### src/rtl/dm_port_arbiter.sv
// Two-port round-robin arbiter in front of a single-port data memory.
// Serialises CPU and DMA/debug accesses, rejects illegal size/alignment and gives every load a uniform latency.
module dm_port_arbiter #(
    parameter int ADDR_W     = 8,
    parameter bit FIXED_PRIO = 1'b0
) (
    input  logic        clk_i,
    input  logic        rst_n_i,
    input  logic        req0_i,
    input  logic        req1_i,
    input  logic        we0_i,
    input  logic        we1_i,
    input  logic [2:0]  size0_i,
    input  logic [2:0]  size1_i,
    input  logic [31:0] a0_i,
    input  logic [31:0] a1_i,
    input  logic [31:0] wd0_i,
    input  logic [31:0] wd1_i,
    output logic        gnt0_o,
    output logic        gnt1_o,
    output logic        rvalid0_o,
    output logic        rvalid1_o,
    output logic [31:0] rd0_o,
    output logic [31:0] rd1_o,
    output logic        err0_o,
    output logic        err1_o,
    output logic        dm_we_o,
    output logic [2:0]  dm_size_o,
    output logic [31:0] dm_a_o,
    output logic [31:0] dm_wd_o,
    input  logic [31:0] dm_rd_i
);

    typedef enum logic [1:0] {
        S_IDLE,
        S_ACCESS,
        S_CAPTURE,
        S_RESP
    } state_t;

    localparam logic [2:0] SIZE_W = 3'd2;

    state_t      state_q, state_d;
    logic        prio_q, prio_d;
    logic        win_q, win_d;
    logic        we_q, we_d;
    logic        legal_q, legal_d;
    logic [1:0]  gnt_q, gnt_d;
    logic [1:0]  rvalid_q, rvalid_d;
    logic [1:0]  err_q, err_d;
    logic [31:0] rd_q [2];
    logic [31:0] rd_d [2];
    logic        dm_we_q, dm_we_d;
    logic [2:0]  dm_size_q, dm_size_d;
    logic [31:0] dm_a_q, dm_a_d;
    logic [31:0] dm_wd_q, dm_wd_d;

    logic        win_sel;
    logic        sel_we;
    logic [2:0]  sel_size;
    logic [31:0] sel_a;
    logic [31:0] sel_wd;
    logic        sel_legal;

    // Illegal: reserved size codes, misaligned word, halfword straddling a word, address beyond the DM.
    function automatic logic req_legal(input logic [2:0] size, input logic [31:0] a);
        logic ok;
        ok = 1'b1;
        if (size == 3'd3 || size == 3'd6 || size == 3'd7)
            ok = 1'b0;
        if (size == 3'd2 && a[1:0] != 2'b00)
            ok = 1'b0;
        if ((size == 3'd1 || size == 3'd5) && a[1:0] == 2'b11)
            ok = 1'b0;
        if (|a[31:ADDR_W])
            ok = 1'b0;
        return ok;
    endfunction

    always_comb begin
        if (req0_i && req1_i)
            win_sel = FIXED_PRIO ? 1'b0 : prio_q;
        else
            win_sel = req1_i;
        sel_we    = win_sel ? we1_i   : we0_i;
        sel_size  = win_sel ? size1_i : size0_i;
        sel_a     = win_sel ? a1_i    : a0_i;
        sel_wd    = win_sel ? wd1_i   : wd0_i;
        sel_legal = req_legal(sel_size, sel_a);
    end

    // Outputs are registered, so each state's outputs are produced on the edge that enters it.
    always_comb begin
        state_d   = state_q;
        prio_d    = prio_q;
        win_d     = win_q;
        we_d      = we_q;
        legal_d   = legal_q;
        gnt_d     = 2'b00;
        rvalid_d  = 2'b00;
        err_d     = 2'b00;
        rd_d      = rd_q;
        dm_we_d   = 1'b0;
        dm_size_d = dm_size_q;
        dm_a_d    = dm_a_q;
        dm_wd_d   = dm_wd_q;

        case (state_q)
            S_IDLE: begin
                if (req0_i || req1_i) begin
                    win_d          = win_sel;
                    we_d           = sel_we;
                    legal_d        = sel_legal;
                    prio_d         = ~win_sel;
                    gnt_d[win_sel] = 1'b1;
                    dm_we_d        = sel_legal & sel_we;
                    if (sel_legal) begin
                        dm_size_d = sel_size;
                        dm_a_d    = sel_a;
                        dm_wd_d   = sel_wd;
                    end
                    state_d = S_ACCESS;
                end
            end
            S_ACCESS: begin
                if (!legal_q || we_q) begin
                    rvalid_d[win_q] = 1'b1;
                    err_d[win_q]    = ~legal_q;
                    rd_d[win_q]     = '0;
                    state_d         = S_RESP;
                end else begin
                    state_d = S_CAPTURE;
                end
            end
            S_CAPTURE: begin
                rvalid_d[win_q] = 1'b1;
                rd_d[win_q]     = dm_rd_i;
                state_d         = S_RESP;
            end
            S_RESP: begin
                state_d = S_IDLE;
            end
            default: begin
                state_d = S_IDLE;
            end
        endcase
    end

    always_ff @(posedge clk_i) begin
        if (!rst_n_i) begin
            state_q   <= S_IDLE;
            prio_q    <= 1'b0;
            win_q     <= 1'b0;
            we_q      <= 1'b0;
            legal_q   <= 1'b0;
            gnt_q     <= 2'b00;
            rvalid_q  <= 2'b00;
            err_q     <= 2'b00;
            rd_q[0]   <= '0;
            rd_q[1]   <= '0;
            dm_we_q   <= 1'b0;
            dm_size_q <= SIZE_W;
            dm_a_q    <= '0;
            dm_wd_q   <= '0;
        end else begin
            state_q   <= state_d;
            prio_q    <= prio_d;
            win_q     <= win_d;
            we_q      <= we_d;
            legal_q   <= legal_d;
            gnt_q     <= gnt_d;
            rvalid_q  <= rvalid_d;
            err_q     <= err_d;
            rd_q[0]   <= rd_d[0];
            rd_q[1]   <= rd_d[1];
            dm_we_q   <= dm_we_d;
            dm_size_q <= dm_size_d;
            dm_a_q    <= dm_a_d;
            dm_wd_q   <= dm_wd_d;
        end
    end

    assign gnt0_o    = gnt_q[0];
    assign gnt1_o    = gnt_q[1];
    assign rvalid0_o = rvalid_q[0];
    assign rvalid1_o = rvalid_q[1];
    assign err0_o    = err_q[0];
    assign err1_o    = err_q[1];
    assign rd0_o     = rd_q[0];
    assign rd1_o     = rd_q[1];
    assign dm_we_o   = dm_we_q;
    assign dm_size_o = dm_size_q;
    assign dm_a_o    = dm_a_q;
    assign dm_wd_o   = dm_wd_q;

endmodule

### config.mk
export PLATFORM = sky130hd
export DESIGN_NAME = dm_port_arbiter
export DESIGN_NICKNAME = d
export VERILOG_FILES = /design/src/rtl/dm_port_arbiter.sv
export SDC_FILE = /design/constraint.sdc
export NUM_CORES = 1
export LEC_CHECK = 0
export BUFFER_PORTS_ARGS = -buffer_cell sky130_fd_sc_hd__buf_2
export CORE_AREA = 2 2 120 122
export DETAILED_ROUTE_END_ITERATION = 16
export DIE_AREA = 0 0 122 124
export PLACE_DENSITY = 0.86
export SLEW_MARGIN = 20
export SYNTH_ARGS = -nofsm -noshare
export SYNTH_HDL_FRONTEND = slang
export SYNTH_SLANG_ARGS = --single-unit
### constraint.sdc
create_clock -name clk_i -period 4.2 [get_ports clk_i]
set_clock_uncertainty 0.05 [all_clocks]
set_input_delay 0.21 -clock clk_i [delete_from_list [all_inputs] [get_ports clk_i]]
set_output_delay 0.21 -clock clk_i [all_outputs]
set_load 0.005 [all_outputs]
Word-level counts from Yosys, hierarchy flattened --
Cells that the tools add are included.
Word-level totals: word-level logic and storage cells 83, output and inout bits 138, bits in registers 144
Cells by class: muxes and demuxes 23, reduce and logical (&&, ||, !) cells 21, equality and inequality tests 12, bitwise gates (word level) 7, order comparisons 6
Operators with widths (number):
- one-hot mux 64 bit (2 select lines) | 1
- 2-to-1 mux 32 bit | 3
- bitwise AND 64 bit | 1
- bitwise mux 64 bit | 1
- 2-to-1 mux 64 bit | 1
- inverter 64 bit | 1
- demux 32 bit (select 1 bit) | 1
- OR reduction 24 bit | 1
- == test 3 bit (second input constant) | 3
- 2-to-1 mux 1 bit | 9
- AND reduction 3 bit | 3
- one-hot mux 2 bit (4 select lines) | 1
- == test 2 bit (second input constant) | 3
- == test 3 x 2 -> 1 bit (second input constant) | 2
- logical AND 1 bit | 6
- logical OR 1 bit | 5
- less-than comparator 1 x 2 -> 1 bit (second input constant) | 2
- 2-to-1 mux 2 bit | 2
- inequality test 2 bit (second input constant) | 2
- one-hot mux 2 bit (2 select lines) | 1
- AND reduction 2 bit | 2
- nonzero test 2 bit | 2
- == test 3 x 1 -> 1 bit (second input constant) | 1
- 2-to-1 mux 3 bit | 1
- other kinds (11) | 14

Longest topological paths before layout --
word-level depth 11, gate-level depth with buffers 9

Worst setup path after synthesis --
Ideal clock, no wire load.
path kind input-to-reg, start input port a1_i[0], end register dm_size_q[1] (netlist: dm_size_o[1]), buffers on the path 1, setup time 0.123 ns, setup slack 2.286 ns, stages on the path 5, data arrival time 1.741 ns, data required time 4.027 ns, cell sequence or4_4 -> a2111oi_4 -> o211ai_2 -> buf_2 -> mux2_1
Between the ends: word-level cells in the longest chain between the ends 7, elaborated cells between the ends (all ways) 9, classes of those cells eq/ne: 1; mux: 4; reduce/logical: 4
RTL lines:
- from (decl) | line 16 | input logic [31:0] a1_i,
- 2-to-1 mux 32 bit * | line 87 | sel_a = win_sel ? a1_i : a0_i;
- nonzero test 2 bit | line 71 | if (size == 3'd2 && a[1:0] != 2'b00)
- logical AND 1 bit | line 71
- 2-to-1 mux 1 bit | line 71
- 2-to-1 mux 1 bit * | line 73 | if ((size == 3'd1 || size == 3'd5) && a[1:0] == 2'b11)
- 2-to-1 mux 1 bit * | line 75 | if (|a[31:ADDR_W])
- AND reduction 3 bit (no source line) *
- to (signal assigned) | line 177 | dm_size_q <= dm_size_d;
- to (decl) | line 54 | logic [2:0] dm_size_q, dm_size_d;
Mark *: on every way between the ends. The rest lies on a longest branch, timed or not. A chain may end at the register's enable or synchronous reset.

Final worst setup path --
start register prio_q, end register dm_size_q[0] (netlist: dm_size_o[0])
Between the ends: word-level cells in the longest chain between the ends 10, elaborated cells between the ends (all ways) 22, classes of those cells eq/ne: 7; mux: 7; reduce/logical: 8
RTL lines:
- from (decl) | line 44 | logic prio_q, prio_d;
- from (signal assigned) | line 167 | prio_q <= prio_d;
- 2-to-1 mux 1 bit * | line 81 | if (req0_i && req1_i)
- 2-to-1 mux 3 bit | line 86 | sel_size = win_sel ? size1_i : size0_i;
- == test 3 x 2 -> 1 bit / == test 3 bit (equally long branches) | line 69 | if (size == 3'd3 || size == 3'd6 || size == 3'd7)
- logical OR 1 bit (2 in series) | line 69
- 2-to-1 mux 1 bit | line 69
- 2-to-1 mux 1 bit | line 71
- 2-to-1 mux 1 bit | line 73
- 2-to-1 mux 1 bit | line 75
- AND reduction 3 bit (no source line)
Marks and branches as above.

==> results.md <==
* Status: completed
* RSZ-0062 raised after global routing: false
* Worst Path Max Fanout at 27
* Pin count of the biggest net entering global routing at 87
* DP Cell Count at approximately 1100
* Clock root buffer: clkbuf_16
* Number of global-route vias before repair at about 5000
* Clock transition at path regs at roughly 60 ps
* Detail Route Antenna Nets at 0
* Vias at approximately 5600
* Register Area at a little under 3000 sq um
* Worst path cell trace: o21ai_4, a2111oi_4, o211ai_4, buf_4, mux2i_1
* Max Clk Rate at 378.5 MHz
* Commonest non-fill, non-tap cell in the layout: buf_2
* CTS tree: built
* Hold EP: rd1_o[17]$_SDFFE_PN0P_
* Avg Vias per Cell at 5.081
* Crit Path Class: reg2reg
* Post-Synthesis Cells at between 600 and 700
* I/O pin count at 310
* CP arrival at a little under 3000 ps
* Layout cell share with drive strength beyond 1 at 0.4311
* RR Endpoint: dm_size_o[0]$_SDFFE_PN0P_
* Worst path slowest cell: o21ai_4
* Initial core utilization at 0.4193
* Syn_nets at 799
* Synth warn at 0
* Fin. max-slew vios at 0
* CP peak stage delay at between 700 and 800 ps
* Hold Path Cell Cnt at 3
* Worst hold path startpoint: dm_rd_i[17]
* Final Instance Count excl. Fillers at about 1100
* Std cell rows at 43
* Final Setup Violations at 0
* Commonest non-fill, non-tap cells in the layout: 308 x buf_2, 144 x dfxtp_1, 125 x nand2_1
* Area of the multi-input gates at around 2700 sq um
* Layout fillers at 1202
* Detailed Place HPWL at roughly 12000 um
* Worst-case reg-to-reg path depth at 5
* Core area at about 14000 sq um
* Hold Vio Cnt, Final at 0
* WL per Instance at about 15 um
* CTS buffer count at 17
* Routed wire length at approximately 17000 um
* Syn avg cell area at around 9.2 sq um
* Register area share after synthesis at 0.5011
* Port Buffer Count at between 300 and 400
* R2R Setup Slk at 1560 ps
* Die Area at around 15000 sq um
* Least-Margin Pin Slew at 907.7 ps
* GRT Util Overall at 0.2125
* Total iterations of the first detailed-routing run at 5
* Peak supply drop at 0.2908 mV
* Die width at about 120 um
* CP Launch Point: prio_q$_SDFFE_PN0P_
* Yosys reg bits at approximately 140
* Min cycle time layout at roughly 2600 ps
* Clk buf depth at 2
* Total of max-cap violations at 0
* DRC Markers at 0
* Die span in y at around 120 um
* Lkg Pwr at 4.132 nW
* Clk_lat worst skew at just over 400 ps
* GRT overflow at 0
* Crit start category: flop
* Hold WC Path Type: in2reg
* Number of DRC markers in iteration 0 at slightly below 300
* Gpl congestion at a little under 0.9
* Period utilization at 0.6291
* Yosys cell types at 35
* Worst path required time at 4490 ps
* Post-CTS setup buffer count at 0
* First-pass GRT wire length at around 25000 um
* Power Density at ~480 nW/um^2
* Worst R2R Start: prio_q$_SDFFE_PN0P_
* Cts hold-fix bufs at 0
* Post-CTS resize count at 0
* Initial antenna violation count at 1
* Ant. Diodes at 0
* TritonCTS sink count at roughly 140
* Synthesis-to-finish area growth at 39.95%
* Setup_tns at 0 ps
* Fin util at 0.5869
* Fin nets at around 1100
* Slew Limit Headroom at 0.3926
* Setup crit end kind: flop
* H-tree levels at 4
* Mapped cell area at roughly 5800 sq um
## worst max-delay path by stage
stage                                      to  slack [ps]  cells past startpoint
floorplan           dm_size_o[1]$_SDFFE_PN1P_        2290                      5
global placement       dm_a_o[5]$_SDFFE_PN0P_        1630                      7
detailed placement  dm_size_o[0]$_SDFFE_PN0P_        1520                      7
global route           dm_a_o[4]$_SDFFE_PN0P_        1330                      5
finish              dm_size_o[0]$_SDFFE_PN0P_        1560                      5
CTS                 dm_size_o[0]$_SDFFE_PN0P_        1540                      5
## synthesized netlist by cell type, drive strengths merged
master | count | share of area
dfxtp | 144 | 0.50
nand2 | 125 | 0.082
mux2i | 45 | 0.078
mux2 | 43 | 0.084
clkbuf | 42 | 0.027
nor2 | 39 | 0.025
a21oi | 37 | 0.032
nand3 | 35 | 0.030
a22oi | 32 | 0.042
and3 | 27 | 0.029
nor4 | 12 | 0.013
buf | 9 | 0.010
o21ai | 5 | 0.0043
inv | 4 | 0.0026
nand2b | 4 | 0.0043
ha | 3 | 0.0065
nand4 | 2 | 0.0022
nor2b | 2 | 0.0022
o211ai | 2 | 0.0035
or2 | 2 | 0.0022
a2111oi | 1 | 0.0048
a211oi | 1 | 0.0013
a21o | 1 | 0.0013
a311oi | 1 | 0.0015
and4b | 1 | 0.0017
nand3b | 1 | 0.0013
nor3 | 1 | 0.00087
o22ai | 1 | 0.0011
o41ai | 1 | 0.0015
or4 | 1 | 0.0020
## routing by layer
layer  routed length, um  vias to the layer above  track usage
li1                    -                     2725            -
met1                6698                     2588       0.2418
met2                8471                      250       0.3792
met3                1146                       31      0.05357
met4                 369                        0      0.08908
met5                   0                        -            0
## stage by stage
step           total power, mW  hold WS, ps  worst slack, ps  area (sq um)
2_1_floorplan            1.998        275.2             2286          5753
3_3_place_gp             2.274        385.3             1634          7407
3_5_place_dp             2.284        391.4             1518          7407
4_1_cts                  3.916       0.6350             1535          8050
5_1_grt                  4.059        13.42             1332          8051
6_report                 3.887        18.61             1558          8051
## worst max-delay path, delay by kind of cell (launching register included)
kind,cells,cell delay (ps)
AO/OA/AOI/OAI,3,1540
buffers and inverters,1,400
flip-flops,1,340
multiplexers,1,220
## sequential cells by signal (all words and copies together), names as in the netlist, 2 cells and up
register	cells
dm_a_o	32
dm_wd_o	32
rd0_o	32
rd1_o	32
dm_size_o	3
err_q	2
gnt_q	2
rvalid_q	2
state_q	2
## cell families after synthesis
family	share of synthesized area
buf+inv	0.04002
compound gates	0.09330
mux	0.1625
simple gates	0.1966
fa+ha+maj	0.006525
flops	0.5011
## power by group
part	internal (mW)	total, mW	switching [mW]
registers	1.44	1.48	0.0424
logic	0.282	0.779	0.496
clock network	1.08	1.63	0.547
## layout make-up
cell class | count | share of cell area
Sequential cell | 144 | 0.3580
Timing Repair Buffer | 317 | 0.2014
Inverter | 4 | 0.002020
Clock buffer | 20 | 0.05672
Tap cell | 180 | 0.02797
Multi-Input combinational cell | 425 | 0.3307
Clock inverter | 11 | 0.02315
(Power assumes the default switching activity.)
